--- src/rtl/counter_updown_mod.sv ---
// rtl/counter_updown_mod.sv - modulo up/down counter with prescaler, wrap/saturate bounds and terminal-count pulse
module counter_updown_mod #(
  parameter int N        = 32,
  parameter int PRESCALE = 1,
  parameter int SATURATE = 0
) (
  input  logic         clock,
  input  logic         reset,
  input  logic         enable,
  input  logic         dec,
  input  logic         load,
  input  logic [N-1:0] load_value,
  input  logic [N-1:0] max_value,
  output logic [N-1:0] counterN,
  output logic         tc,
  output logic         at_max,
  output logic         at_zero
);

  logic         advance;
  logic [N-1:0] load_clamped;
  logic [N-1:0] next_cnt;
  logic         next_tc;

  generate
    if (PRESCALE == 1) begin : g_nopresc
      assign advance = enable;
    end else begin : g_presc
      localparam int PW = $clog2(PRESCALE);
      localparam logic [PW-1:0] PLAST = PW'(PRESCALE - 1);
      logic [PW-1:0] presc;

      always_ff @(posedge clock) begin
        if (reset || load) begin
          presc <= '0;
        end else if (enable) begin
          presc <= (presc == PLAST) ? '0 : presc + PW'(1);
        end
      end

      assign advance = enable && (presc == PLAST);
    end
  endgenerate

  assign load_clamped = (load_value > max_value) ? max_value : load_value;

  always_comb begin
    next_cnt = counterN;
    next_tc  = 1'b0;
    if (load) begin
      next_cnt = load_clamped;
    end else if (advance) begin
      if (!dec) begin
        if (counterN < max_value) begin
          next_cnt = counterN + N'(1);
        end else begin
          next_tc  = 1'b1;
          next_cnt = (SATURATE != 0) ? max_value : '0;
        end
      end else begin
        // A limit lowered below the count pulls it back in range without a bound event.
        if (counterN > max_value) begin
          next_cnt = max_value;
        end else if (counterN == '0) begin
          next_tc  = 1'b1;
          next_cnt = (SATURATE != 0) ? '0 : max_value;
        end else begin
          next_cnt = counterN - N'(1);
        end
      end
    end
  end

  always_ff @(posedge clock) begin
    if (reset) begin
      counterN <= '0;
      tc       <= 1'b0;
    end else begin
      counterN <= next_cnt;
      tc       <= next_tc;
    end
  end

  assign at_max  = (counterN >= max_value);
  assign at_zero = (counterN == '0);

endmodule
--- config.mk ---
export PLATFORM = sky130hd
export DESIGN_NAME = counter_updown_mod
export DESIGN_NICKNAME = d
export VERILOG_FILES = /design/src/rtl/counter_updown_mod.sv
export SDC_FILE = /design/constraint.sdc
export NUM_CORES = 1
export LEC_CHECK = 0
export CORE_MARGIN = 8
export CORE_UTILIZATION = 50
export CTS_CLUSTER_DIAMETER = 40
export DETAILED_ROUTE_END_ITERATION = 8
export PLACE_DENSITY_LB_ADDON = 0.25
export SYNTH_ARGS = -nofsm -noshare
export SYNTH_HDL_FRONTEND = slang
export SYNTH_SLANG_ARGS = --single-unit
--- constraint.sdc ---
create_clock -name clock -period 5 [get_ports clock]
set_input_delay 1.5 -clock clock [delete_from_list [all_inputs] [get_ports clock]]
set_output_delay 1.5 -clock clock [all_outputs]
set_load 0.02 [all_outputs]
Word level (Yosys, flattened, before mapping)
Cells that the tools add are included.
{"block": "word_totals", "register_bits": 33, "inputBits": 69, "out_inout_bits": 35, "elab_cells": 23}
{"block": "classes", "magnitude_cmp": 4, "n_bitwise": 1, "addsub": 2, "n_reduce_logical": 3, "muxes": 11}
{"cell": "2-to-1 mux 32 bit", "count": 7}
{"cell": "greater-than comparator 32 bit", "count": 2}
{"cell": "adder 32 x 1 -> 32 bit, second input constant", "count": 1}
{"cell": ">= comparator 32 bit", "count": 1}
{"cell": "zero test 32 bit", "count": 1}
{"cell": "< comparator 32 bit", "count": 1}
{"cell": "subtractor 32 x 1 -> 32 bit, second input constant", "count": 1}
{"cell": "2-to-1 mux 1 bit", "count": 4}
{"cell": "OR reduction 3 bit", "count": 1}
{"cell": "nonzero test 2 bit", "count": 1}
{"cell": "NOT 1 bit", "count": 1}

Depth between registers and ports, before layout
Gate-level depths: netlist of the first run.
{"block": "depth", "word_depth": 6, "ltp_mapped": 12, "depth_no_buf": 10}

Worst setup path after synthesis of the first run
OpenSTA, ideal clock, no wires.
{"block": "synth_timing", "path_kind": "input -> output", "from": "input max_value[14]", "to": "output at_max", "n_path_buf": 0, "t_arrival_ns": 3.132, "setup_slack_ns": 0.368, "path_stages": 7, "path_cell_list": "inv_1 > ha_1 > nand4_1 > nor4_1 > a21bo_2 > a31oi_1 > or3_1"}
{"block": "synth_via", "elab_chain_len": 1}
{"element": "start: declaration", "line_no": "13", "rtl": "input logic [N-1:0] max_value,"}
{"element": ">= comparator 32 bit", "line_no": "84", "rtl": "assign at_max = (counterN >= max_value);"}
{"element": "end: declaration", "line_no": "16", "rtl": "output logic at_max,"}
Every way passes these cells.

Worst setup path in the final report of the first run
{"block": "layout_timing", "from": "input max_value[23]", "to": "output at_max"}
The elaborated chain is that of the path after synthesis.

==> impl_summary.md, run 1 <==
Clock tree
The number of sinks driven by the clock tree is 33. CTS built an H-tree with a depth of 2. The number of buffers on the longest clock path is 2. The clock tree from TritonCTS is yes. The number of hold buffers added after CTS was 0.

At the later pin of the worst-skew pair, clock insertion delay measures 0.30 ns. The cell sitting at the root of the clock tree is a clkbuf_8. The clock-pin slew of the registers on the worst-case setup and hold paths is 0.08 ns. The number of CTS-inserted buffers is 5.

Timing
Measured against its own limit, the worst slew margin works out to 25.28%. The worst-case clock skew is 0.008484 ns. The max-slew violation count is 0. For the final routed database, the setup TNS stands at 0 ns. For the pin with the worst max-slew slack, the measured transition is 1.111 ns.

After layout, the minimum clock period comes to 4.976 ns. The count of final setup violators is 0. On the final layout, the worst hold slack is 0.7053 ns. The total count of hold-check failures in the final report is 0. In the finished design, the share of the clock period the worst path needs comes to 99.52%. Derived from the worst setup path, the maximum achievable clock frequency is 201.0 MHz.

Power and ir drop
The leakage power is 3.281 nW. The cell area power density is 193.0 nW/µm². The highest ir drop seen on vdd is 0.1271 mV.

Setup path
STA puts the critical path data arrival time at 3.48 ns. The critical setup path kind is in2out. The reg-to-reg endpoint is counterN[31]. The required time at the endpoint of the critical path is 3.50 ns. The critical path endpoint is at_max. The element type at the critical path end is a primary output. In this run the worst path has a maximum fanout of 3.

The most critical setup path has its startpoint at max_value[23]. The worst register-to-register path begins at counterN[14]. STA classifies the critical path startpoint as an input port. The number of cells on the worst reg-to-reg path is 17.

The internal reg-to-reg setup slack is 1.03 ns.

Place
The congestion estimate from routability-driven global placement came to 0.9775. The count of input and output buffers is 103. The wire-length estimate of the detail-placed layout is 15,450 µm. Including well taps, the total number of placed cells is 986.

Detailed routing
The via total after detailed routing is 6,520. For this block, the initial DRC count from the detailed router was 612. The detailed-route DRC error count is 0. For this block, the routed nets add up to 20,770 µm of wire. Dividing the detail-routed via count by the number of cells gives 6.507. The first-pass iteration count of the detailed router is 8. The remaining antenna violation count is 0. In the final routed layout, each cell accounts on average for 20.73 µm.

Status
The run finished with clean final reports.

Finish
From synthesis to final layout, the design area changed by 44.66%. The post-route netlist has 21.02% of its cells at a drive strength greater than 1. In the final design database the tool counted 1,001 nets. 0 antenna diodes ended up in the layout.

The count of non-filler cells in the finished layout is 1,002.

GRT
The first-pass GRT wire length is 32,120 µm. The number of global-route vias before repair is 6,568. Across every metal layer, demand over resource in global routing totals 29.43%. The initial antenna violation count is 0.

The pin count of the biggest net entering global routing is 39. The remaining global-route overflow is 0.

Logic synthesis
Summing every instance area after synthesis gives 5121 µm². Yosys mapped a number of flops with a built-in enable equal to 0. For this run, the leading register cell type out of synthesis is dfxtp_1. The warning count from the yosys run is 0.

The register bit count reported by yosys is 33. The number of standard cells after synthesis is 703. A synthesized cell averages 7.285 µm². The count of different cell masters after synthesis is 69. The proportion of register bits with asynchronous set or reset after synthesis is 0%. The number of nets in the synthesized netlist is 839. The share of the Yosys chip area taken by registers is 12.90%.

Min path
In this run the most critical hold path is launched from counterN[14]. The path category of the worst min-delay check is reg2reg.

Floorplanning
104 I/O pins were placed. The die extent in x is 117.2 µm. The die footprint is 13,740 µm². Row generation in the floorplan step produced 37 rows. In this run the vertical extent of the chip is 117.2 µm. The area inside the core boundary is 10,140 µm². The initial cell density of the core is 50.51%.

Flow run
Max-cap violations in this run came to 0.
==> worst max-delay path: stages <==
cell             delay [ns]
clkdlybuf4s50_1        0.50
inv_1                  0.09
ha_4                   0.27
nand4_1                0.16
buf_4                  0.20
nor4_4                 0.27
and3_1                 0.22
or3_4                  0.14
buf_6                  0.11
==> logic make-up after synthesis <==
logic type               after synthesis  share of synthesized area (%)
buffers and inverters                 95                          7.598
XOR/XNOR                              35                          5.986
AND/OR/NAND/NOR                      247                          26.00
flip-flops                            33                          12.90
adder cells (fa/ha/maj)               67                          16.37
AO/OA/AOI/OAI                        205                          27.00
multiplexers                          21                          4.153
==> power by group <==
| part | internal (W) | leakage [nW] | switching (W) |
|---|---|---|---|
| Combinational | 0.000389 | 2.95 | 0.000428 |
| Sequential | 0.000291 | 0.274 | 0.0000720 |
| Clock | 0.000125 | 0.0542 | 0.000124 |
==> synthesized netlist by cell type (5+ instances only) <==
library cell / n / area share, %
a2111oi_0: 10 / 1.7
mux2i_1: 19 / 3.7
o21ai_0: 31 / 3.0
xnor2_1: 24 / 4.1
o22ai_1: 9 / 1.1
buf_2: 10 / 0.98
a221oi_1: 10 / 1.7
and3_1: 13 / 1.6
xor2_1: 11 / 1.9
nand3_1: 27 / 2.6
nand4_1: 18 / 2.2
a221o_1: 8 / 1.6
a21oi_1: 68 / 6.6
o31ai_1: 5 / 0.73
or3_1: 8 / 0.98
clkbuf_1: 35 / 2.6
and4_1: 6 / 1.0
nor4_1: 13 / 1.6
nor2_1: 59 / 4.3
a211oi_1: 7 / 1.0
dfxtp_1: 33 / 13
ha_1: 67 / 16
inv_1: 45 / 3.3
or4_1: 8 / 1.2
o221ai_1: 7 / 1.2
a21o_1: 10 / 1.5
o211ai_1: 9 / 1.3
nor3_1: 27 / 2.6
nand2_1: 37 / 2.7
nand2b_1: 8 / 0.98
==> worst min-delay path by stage <==
| stage | end | slack, ns | cells past startpoint |
|---|---|---|---|
| finish | counterN[14] | 0.71 | 2 |
| detailed placement | counterN[14] | 0.66 | 2 |
| global placement | counterN[14] | 0.66 | 2 |
| global route | counterN[26] | 0.76 | 2 |
| CTS | counterN[14] | 0.70 | 2 |
| floorplan | counterN[27] | 0.71 | 2 |
==> cells in the final DEF (no fill, tap or decap), drive strengths merged, types with 5 or more instances in the layout <==
master	Yosys	routed
dlymetal6s2s	0	23
nand3	27	27
and3	13	13
nand4	18	18
xor2	11	11
clkdlybuf4s50	0	79
a2111oi	13	13
o211ai	9	9
a221oi	10	10
a21o	10	10
nor2	59	59
and4	6	6
buf	14	103
nand2b	9	9
or4	10	10
a221o	8	8
nand2	37	37
nor3	29	29
or3	8	8
ha	67	67
a21oi	68	68
nor4	15	15
o21ai	32	32
o31ai	5	5
o221ai	7	7
o22ai	9	9
xnor2	24	24
a211oi	7	7
inv	45	45
mux2i	19	19
clkbuf	36	7
dfxtp	33	33
==> repair_timing <==
| item | 4_1_cts | 5_1_grt |
|---|---|---|
| setup buffers | 7 | 2 |
| pin swaps | 12 | 24 |
| cloned | 0 | 0 |
| gates resized for setup | 23 | 69 |
| endpoints found under the setup margin | 1 | 20 |
==> metrics by stage <==
step / worst slack, ns / utilization [%] / power (W) / instance area (µm²)
6_report: 0.02416 / 73.07 / 0.001430 / 7408
5_1_grt: -0.03896 / 73.07 / 0.001508 / 7408
4_1_cts: -0.06306 / 70.18 / 0.001371 / 7116
3_5_place_dp: -0.7485 / 67.63 / 0.001108 / 6857
3_3_place_gp: -0.6711 / 67.63 / 0.001089 / 6857
2_1_floorplan: 0.3684 / - / 0.0007826 / 5121
==> routing by layer <==
metal | vias up | share of wire (%) | track usage (%)
met2 | 364 | 48 | 50.34
li1 | 2975 | - | -
met4 | 0 | 5.8 | 18.94
met3 | 111 | 9.2 | 5.336
met5 | - | 0 | 0
met1 | 3070 | 37 | 33.01
==> sequential cells by signal, summed over array words and instances, names as in the netlist <==
name / cells
tc: 1
counterN: 32
==> layout make-up <==
type                    instances  area [µm²]
multi-input cells             575        4423
fillers                       796        2730
repair buffers                205        1884
flip-flops and latches         33       660.6
well taps                     136       170.2
inverters                      45       168.9
clock buffers                   7       96.34
clock inverters                 1       5.005
Power figures use the tool's default switching activity.
==> inputs of run 2 (changes only) <==
- GPL_TIMING_DRIVEN: not set -> 0
- MAX_ROUTING_LAYER: not set -> met4
==> impl_summary.md, run 2 (synthesis gave the netlist of run 1 again) <==
Timing
The worst-case clock skew is 0.01081 ns (+0.002324 ns). The maximum frequency from static timing analysis came to 202.3 MHz (+0.66%). The worst slew margin relative to its limit came to 24.63% (-0.65 points). The aggregate negative setup slack is 0 ns (unchanged). The count of final setup violators came to 0 (unchanged). The max-slew violation count came to 0 (unchanged).

The total count of hold-check failures in the final report is 0 (unchanged). The post-route clock period utilization came to 98.87% (-0.65 points). The minimum hold slack is 0.7445 ns (+0.03923 ns). The clock period minus final worst setup slack is 4.943 ns (-0.03245 ns).

The worst-margin pin slew is 1.120 ns (+0.009665 ns).

Detailed routing
The routed length per instance is 24.98 µm (+21%). The via count normalized by instance count came to 6.677 (+2.6%). The first-pass iteration count of the detailed router was 5 (-3). The remaining antenna violation count was 0 (unchanged). The detailed router's first-iteration violation count came to 647 (+5.7%). The routed wire length was 24,380 µm (+17%). The via total after detailed routing is 6,517 (-0.046%).

The detailed-route DRC error count came to 0 (unchanged).

Status
The flow ran to the end, and the final reports show no timing, DRC or antenna violations.

Finish
In the layout the commonest cells are 74 x clkdlybuf4s50_1, 63 x a21oi_1, 59 x nor2_1, 52 x ha_1, 35 x nand2_1. The number of antenna cells inserted is 0 (unchanged). In the final layout, the registers with the most flip-flops are counterN (32), tc (1). The area taken by flip-flops and latches was 660.6 µm² (unchanged). The area added between synthesis and finish is 35.87%. Counting flops per register, the top entry is counterN. The share of the core filled with cells is 68.63% (-4.4 points).

The net count reported at finish is 975 (-2.6%). The footprint of the multi-input gates is 4422 µm² (about the same). The flip-flop count of the largest register, all copies and words added is 32 (unchanged). The share of post-route cells with drive strength above 1 came to 15.60% (-5.4 points).

The number of filler instances in the final layout is 860 (+8.0%). The most frequent standard cell in the layout excluding fill and tap cells is clkdlybuf4s50_1.

Setup path
The element type at the critical path end is a primary output. The critical setup path kind is in2out. The worst stage delay on the critical path is 0.37 ns (-0.13 ns). Traced cell by cell, the critical path runs through clkdlybuf4s15_1 -> inv_1 -> ha_1 -> nand4_1 -> buf_6 -> nor2_1 -> a221oi_4 -> a31oi_4 -> or3_4 -> buf_6.

The worst setup path is launched from an input port. The required time at the endpoint of the critical path was 3.50 ns (about the same). The worst path arrival time is 3.44 ns (-0.04 ns). The top fanout value on the critical path came to 3 (unchanged). By instance count, the cell type seen most on the critical path is buf_6. The worst-path cell with the longest stage delay is a221oi_4. The number of buffers and inverters on the critical path came to 4 (unchanged). On the critical path the largest part of the delay comes from buffers and inverters.

Clock tree
The clock-pin slew of the registers on the worst-case setup and hold paths is 0.08 ns (about the same). The number of CTS-inserted buffers was 5 (unchanged). The number of buffers on the longest clock path is 2 (unchanged). The tree is rooted in a clkbuf_8.

The number of sinks driven by the clock tree is 33 (unchanged). The count of H-tree levels built during CTS is 2 (unchanged). The clock insertion delay at the later pin of the skew report is 0.31 ns (about the same). The clock tree from TritonCTS is yes.

Power and ir drop
The highest ir drop seen on vdd came to 0.1142 mV (-10%). The leakage power came to 2.864 nW (-13%). The cell area power density came to 205.6 nW/µm² (+6.5%).

Floorplanning
The initial cell density of the core is 50.51% (unchanged). The die extent in x came to 117.2 µm (unchanged). The die footprint is 13,740 µm² (unchanged). The area inside the core boundary came to 10,140 µm² (unchanged). The cell row count is 37 (unchanged). The I/O pin count is 104 (unchanged). The height of the die is 117.2 µm (unchanged).

GRT
The remaining global-route overflow is 0 (unchanged). The number of global-route vias before repair was 6,481 (-1.3%). The first-pass GRT wire length is 35,740 µm (+11%). The initial antenna violation count was 0 (unchanged). The pin count of the biggest net entering global routing is 11 (-72%). The all-layer global routing usage is 35.67% (+6.2 points).

Flow run
The number of max-cap violations is 0 (unchanged).

Place
The detailed placement HPWL is 17,730 µm (+15%). The weighted congestion reported at the end of routability-driven placement was 1.044 (+6.8%). The count of input and output buffers is 103 (unchanged).

Min path
The path category of the worst min-delay check is reg2reg.
[run 2: changes by cell type in the layout (fill, tap and decap cells not counted), sizes merged]
cell / delta
buf: -62
clkbuf: +37
dlygate4sd2: +22
dlymetal6s2s: -19
clkdlybuf4s50: -5
clkdlybuf4s15: +1
[run 2: worst register-to-register path, cell delays in order, from the launching register on]
cell and delay, ns:
dfxtp_1 0.48, ha_1 0.29, nand4_1 0.12, buf_6 0.14
nor2_1 0.08, a221oi_4 0.37, a31oi_4 0.13, buf_4 0.15
buf_4 0.12, buf_4 0.14, nor3_4 0.46, clkbuf_1 0.66
nand4_1 0.18, a21o_1 0.24, o221ai_1 0.07
[run 2: cell type report]
cell class / instances / share of cell area, %
Buffer: 50 / 3.255
Clock inverter: 1 / 0.07193
Inverter: 45 / 2.428
Tap cell: 136 / 2.446
Timing Repair Buffer: 129 / 17.37
Sequential cell: 33 / 9.495
Multi-Input combinational cell: 575 / 63.55
Clock buffer: 7 / 1.385
[run 2: where the power goes]
part / switching, W / leakage, nW / internal [W]
sequential: 0.0000542 / 0.274 / 0.000292
clock: 0.000124 / 0.0542 / 0.000125
combinational: 0.000484 / 2.54 / 0.000351
total: 0.000663 / 2.86 / 0.000768
[run 2: repair_timing]
| item | CTS | global route |
|---|---|---|
| setup buffers | 18 | 8 |
| cloned | 0 | 0 |
| hold buffers | 0 | 0 |
| gates resized for setup | 95 | 20 |
| endpoints found under the hold margin | 0 | 0 |
| pin swaps | 25 | 10 |
| setup endpoints to repair | 33 | 22 |
[run 2: worst paths after layout]
| path | slack (ns) | cells after the start | from | to |
|---|---|---|---|---|
| hold / removal | 0.74 | 2 | counterN[29] | counterN[29] |
| setup / recovery | 0.06 | 10 | max_value[8] | at_max |
| hold reg to reg | 0.74 | 2 | counterN[29] | counterN[29] |
| setup reg to reg | 1.30 | 14 | counterN[8] | counterN[27] |
[run 2: stage by stage]
step	instance area, µm²	total power (W)	std cells	setup WS [ns]
final	6958	0.001430	976	0.05660
after global routing	6958	0.001488	976	-0.06912
after CTS	6834	0.001381	968	0.009670
after detailed placement	6322	0.001083	942	-1.368
after global placement	6322	0.001064	942	-1.393
after floorplan	5121	0.0007826	703	0.3684
[run 2: layer usage]
metal  up-vias  track usage (%)  part of all wire (%)
met5         -                -                     0
met4         0            23.38                   6.6
met3       110            7.337                    11
met2       445            56.63                    45
met1      3041            40.08                    38
li1       2921                -                     -
==> inputs of run 3 (changes only) <==
- CORE_MARGIN: 8 -> not set
- PLACE_DENSITY: not set -> 0.78
- PLACE_DENSITY_LB_ADDON: 0.25 -> not set
- SLEW_MARGIN: not set -> 20
==> impl_summary.md, run 3 (synthesis gave the netlist of run 1 again) <==
Min path
The worst hold path belongs to the class reg2reg.

Detailed routing
The routed length per instance came to 24.14 µm (-3.4%). The detailed router's first-iteration violation count was 688 (+6.3%). The first-pass iteration count of the detailed router is 5 (unchanged). The detailed-route DRC error count was 0 (unchanged). The routed wire length is 23,200 µm (-4.8%). The via count normalized by instance count is 6.764 (+1.3%).

The remaining antenna violation count was 0 (unchanged). The via total after detailed routing came to 6,500 (-0.26%).

Floorplanning
The die extent in x is 103.2 µm (-12%). The area inside the core boundary is 9864 µm² (-2.7%). The I/O pin count was 104 (unchanged).

The height of the die is 103.2 µm (-12%). The die footprint came to 10,650 µm² (-22%). The cell row count is 36 (-2.7%). The initial cell density of the core is 51.92% (+1.4 points).

Finish
The share of post-route cells with drive strength above 1 came to 10.53% (-5.1 points). The most frequent standard cell in the layout excluding fill and tap cells is clkdlybuf4s50_1. The count of non-filler cells in the finished layout came to 961 (-1.5%). The net count reported at finish was 962 (-1.3%).

In the layout the commonest cells are 95 x clkdlybuf4s50_1, 67 x a21oi_1, 61 x ha_1, 58 x nor2_1, 38 x inv_1. The number of filler instances in the final layout is 836 (-2.8%). The flip-flop count of the largest register, all copies and words added came to 32 (unchanged). The share of the core filled with cells is 67.99% (-0.64 points). The largest registers in the layout are counterN (32), tc (1). The register containing the most flip-flops in the final layout is counterN. The area added between synthesis and finish is 30.96%.

GRT
The all-layer global routing usage is 44.72% (+9.1 points). The remaining global-route overflow is 0 (unchanged). The pin count of the biggest net entering global routing is 11 (unchanged).

The first-pass GRT wire length is 33,790 µm (-5.5%). The initial antenna violation count is 0 (unchanged). The number of global-route vias before repair is 6,275 (-3.2%).

Power and ir drop
The cell area power density was 205.7 nW/µm² (about the same). The net switching component of the power is 0.0006433 W (-2.9%). The leakage power was 2.742 nW (-4.2%).

The internal power component is 0.0007361 W (-4.1%). The proportion of power drawn by flip-flops and latches is 24.8% (+0.6 points). The portion of total power attributed to combinational logic was 58.3% (about the same).

The highest ir drop seen on vdd is 0.1256 mV (+10%). The proportion of total power due to net switching is 46.63% (+0.31 points). The clock group share of total power is 16.9% (-0.5 points).

Flow run
The number of max-cap violations is 0 (unchanged).

Status
The flow ran to the end, but the final reports show violations. The final reports fail on setup timing.

Timing
The minimum hold slack is 0.7441 ns (-0.0004540 ns). The clock period minus final worst setup slack is 5.185 ns (+0.2418 ns). The aggregate negative setup slack is -0.2665 ns (-0.2665 ns). The post-route clock period utilization is 103.7% (+4.8 points). Setup repair after global routing could not meet its margin everywhere.

The worst-case clock skew was 0.01074 ns (-0.00007290 ns). The worst slew margin relative to its limit came to 18.80% (-5.8 points). The count of final setup violators is 3 (+3). The total count of hold-check failures in the final report is 0 (unchanged). The worst-margin pin slew is 1.207 ns (+0.08660 ns). The worst setup slack after layout is -0.1852 ns (-0.2418 ns). The max-slew violation count is 0 (unchanged). The maximum frequency from static timing analysis is 192.9 MHz (-4.7%).

Setup path
The top fanout value on the critical path is 3 (unchanged). The worst path arrival time is 3.69 ns (+0.25 ns). The element type at the critical path end is a primary output. The required time at the endpoint of the critical path came to 3.50 ns (about the same). The sort of element at the start of the critical path is an input port.

The worst setup path is of the in2out kind.

Place
The cell count after placement is 939 (-0.32%). The detailed placement HPWL was 17,190 µm (-3.1%). The count of input and output buffers is 103 (unchanged). The weighted congestion reported at the end of routability-driven placement is 1.015 (-2.7%).

Clock tree
The clock tree from TritonCTS is yes. The number of buffers on the longest clock path is 2 (unchanged). The count of H-tree levels built during CTS is 2 (unchanged). The clock insertion delay at the later pin of the skew report is 0.30 ns (about the same).

The clock-pin slew of the registers on the worst-case setup and hold paths was 0.09 ns (about the same). The number of sinks driven by the clock tree is 33 (unchanged). The number of CTS-inserted buffers is 5 (unchanged). In this run the clock root is driven by a clkbuf_8.
## run 3: cell count changes in the layout (fill, tap and decap cells not counted), moves of 2 or more
cell / before / now
a21oi_1: 63 / 67
a21oi_2: 4 / 1
buf_4: 26 / 14
clkdlybuf4s50_1: 74 / 95
diode_2: 0 / 2
dlygate4sd2_1: 22 / 6
dlymetal6s2s_1: 4 / 1
ha_1: 52 / 61
ha_4: 15 / 6
inv_1: 23 / 38
inv_2: 22 / 7
## run 3: layout make-up
type | instances | area [µm²] | share of cell area [%]
diodes | 2 | 5.005 | 0.07463
plain buffers | 50 | 226.5 | 3.377
clock buffers | 7 | 86.33 | 1.287
inverters | 45 | 168.9 | 2.519
multi-input cells | 575 | 4268 | 63.64
flip-flops and latches | 33 | 660.6 | 9.851
well taps | 133 | 166.4 | 2.481
repair buffers | 116 | 1125 | 16.77
## run 3: timing repair
item / 4_1_cts / 5_1_grt
setup endpoints to repair: 33 / 25
pin swaps: 13 / 9
resized for setup: 42 / 12
hold buffers: 0 / 0
buffers inserted: 8 / 5
## run 3: path summary, 6_finish.rpt
check,from,endpoint,slack [ns],cells after the start
hold / removal,counterN[6],counterN[6],0.74,2
hold reg to reg,counterN[6],counterN[6],0.74,2
setup / recovery,max_value[21],at_max,-0.19,9
setup reg to reg,counterN[8],counterN[23],1.10,10
## run 3: stage by stage
| step | instance area [µm²] | power (W) | setup slack (ns) |
|---|---|---|---|
| 6_report | 6706 | 0.001379 | -0.1852 |
| 5_1_grt | 6701 | 0.001433 | -0.2235 |
| 2_1_floorplan | 5121 | 0.0007826 | 0.3684 |
| 3_3_place_gp | 6319 | 0.001058 | -1.340 |
| 3_5_place_dp | 6322 | 0.001078 | -1.273 |
| 4_1_cts | 6600 | 0.001329 | -0.1405 |
## run 3: power groups by stage
stage | combinational [W] | sequential, W | clock, W
finish | 0.000804 | 0.000342 | 0.000233
global route | 0.000852 | 0.000345 | 0.000236
CTS | 0.000764 | 0.000338 | 0.000227
detailed placement | 0.000735 | 0.000343 | 0
global placement | 0.000716 | 0.000342 | 0
floorplan | 0.000418 | 0.000365 | 0
## run 3: critical path, cell delays in order
cell	delay, ns
clkdlybuf4s50_1	0.51
inv_1	0.09
ha_1	0.33
nand4_1	0.21
nor3_2	0.09
a221oi_2	0.32
nand2_2	0.10
or3_4	0.39
buf_6	0.14
## run 3: routing by layer
layer | track usage, % | wire [µm] | vias up
li1 | - | - | 2911
met1 | 50.49 | 8826 | 3001
met2 | 70.62 | 10360 | 469
met3 | 10.42 | 2454 | 119
met4 | 30.01 | 1558 | 0
met5 | - | 0 | -
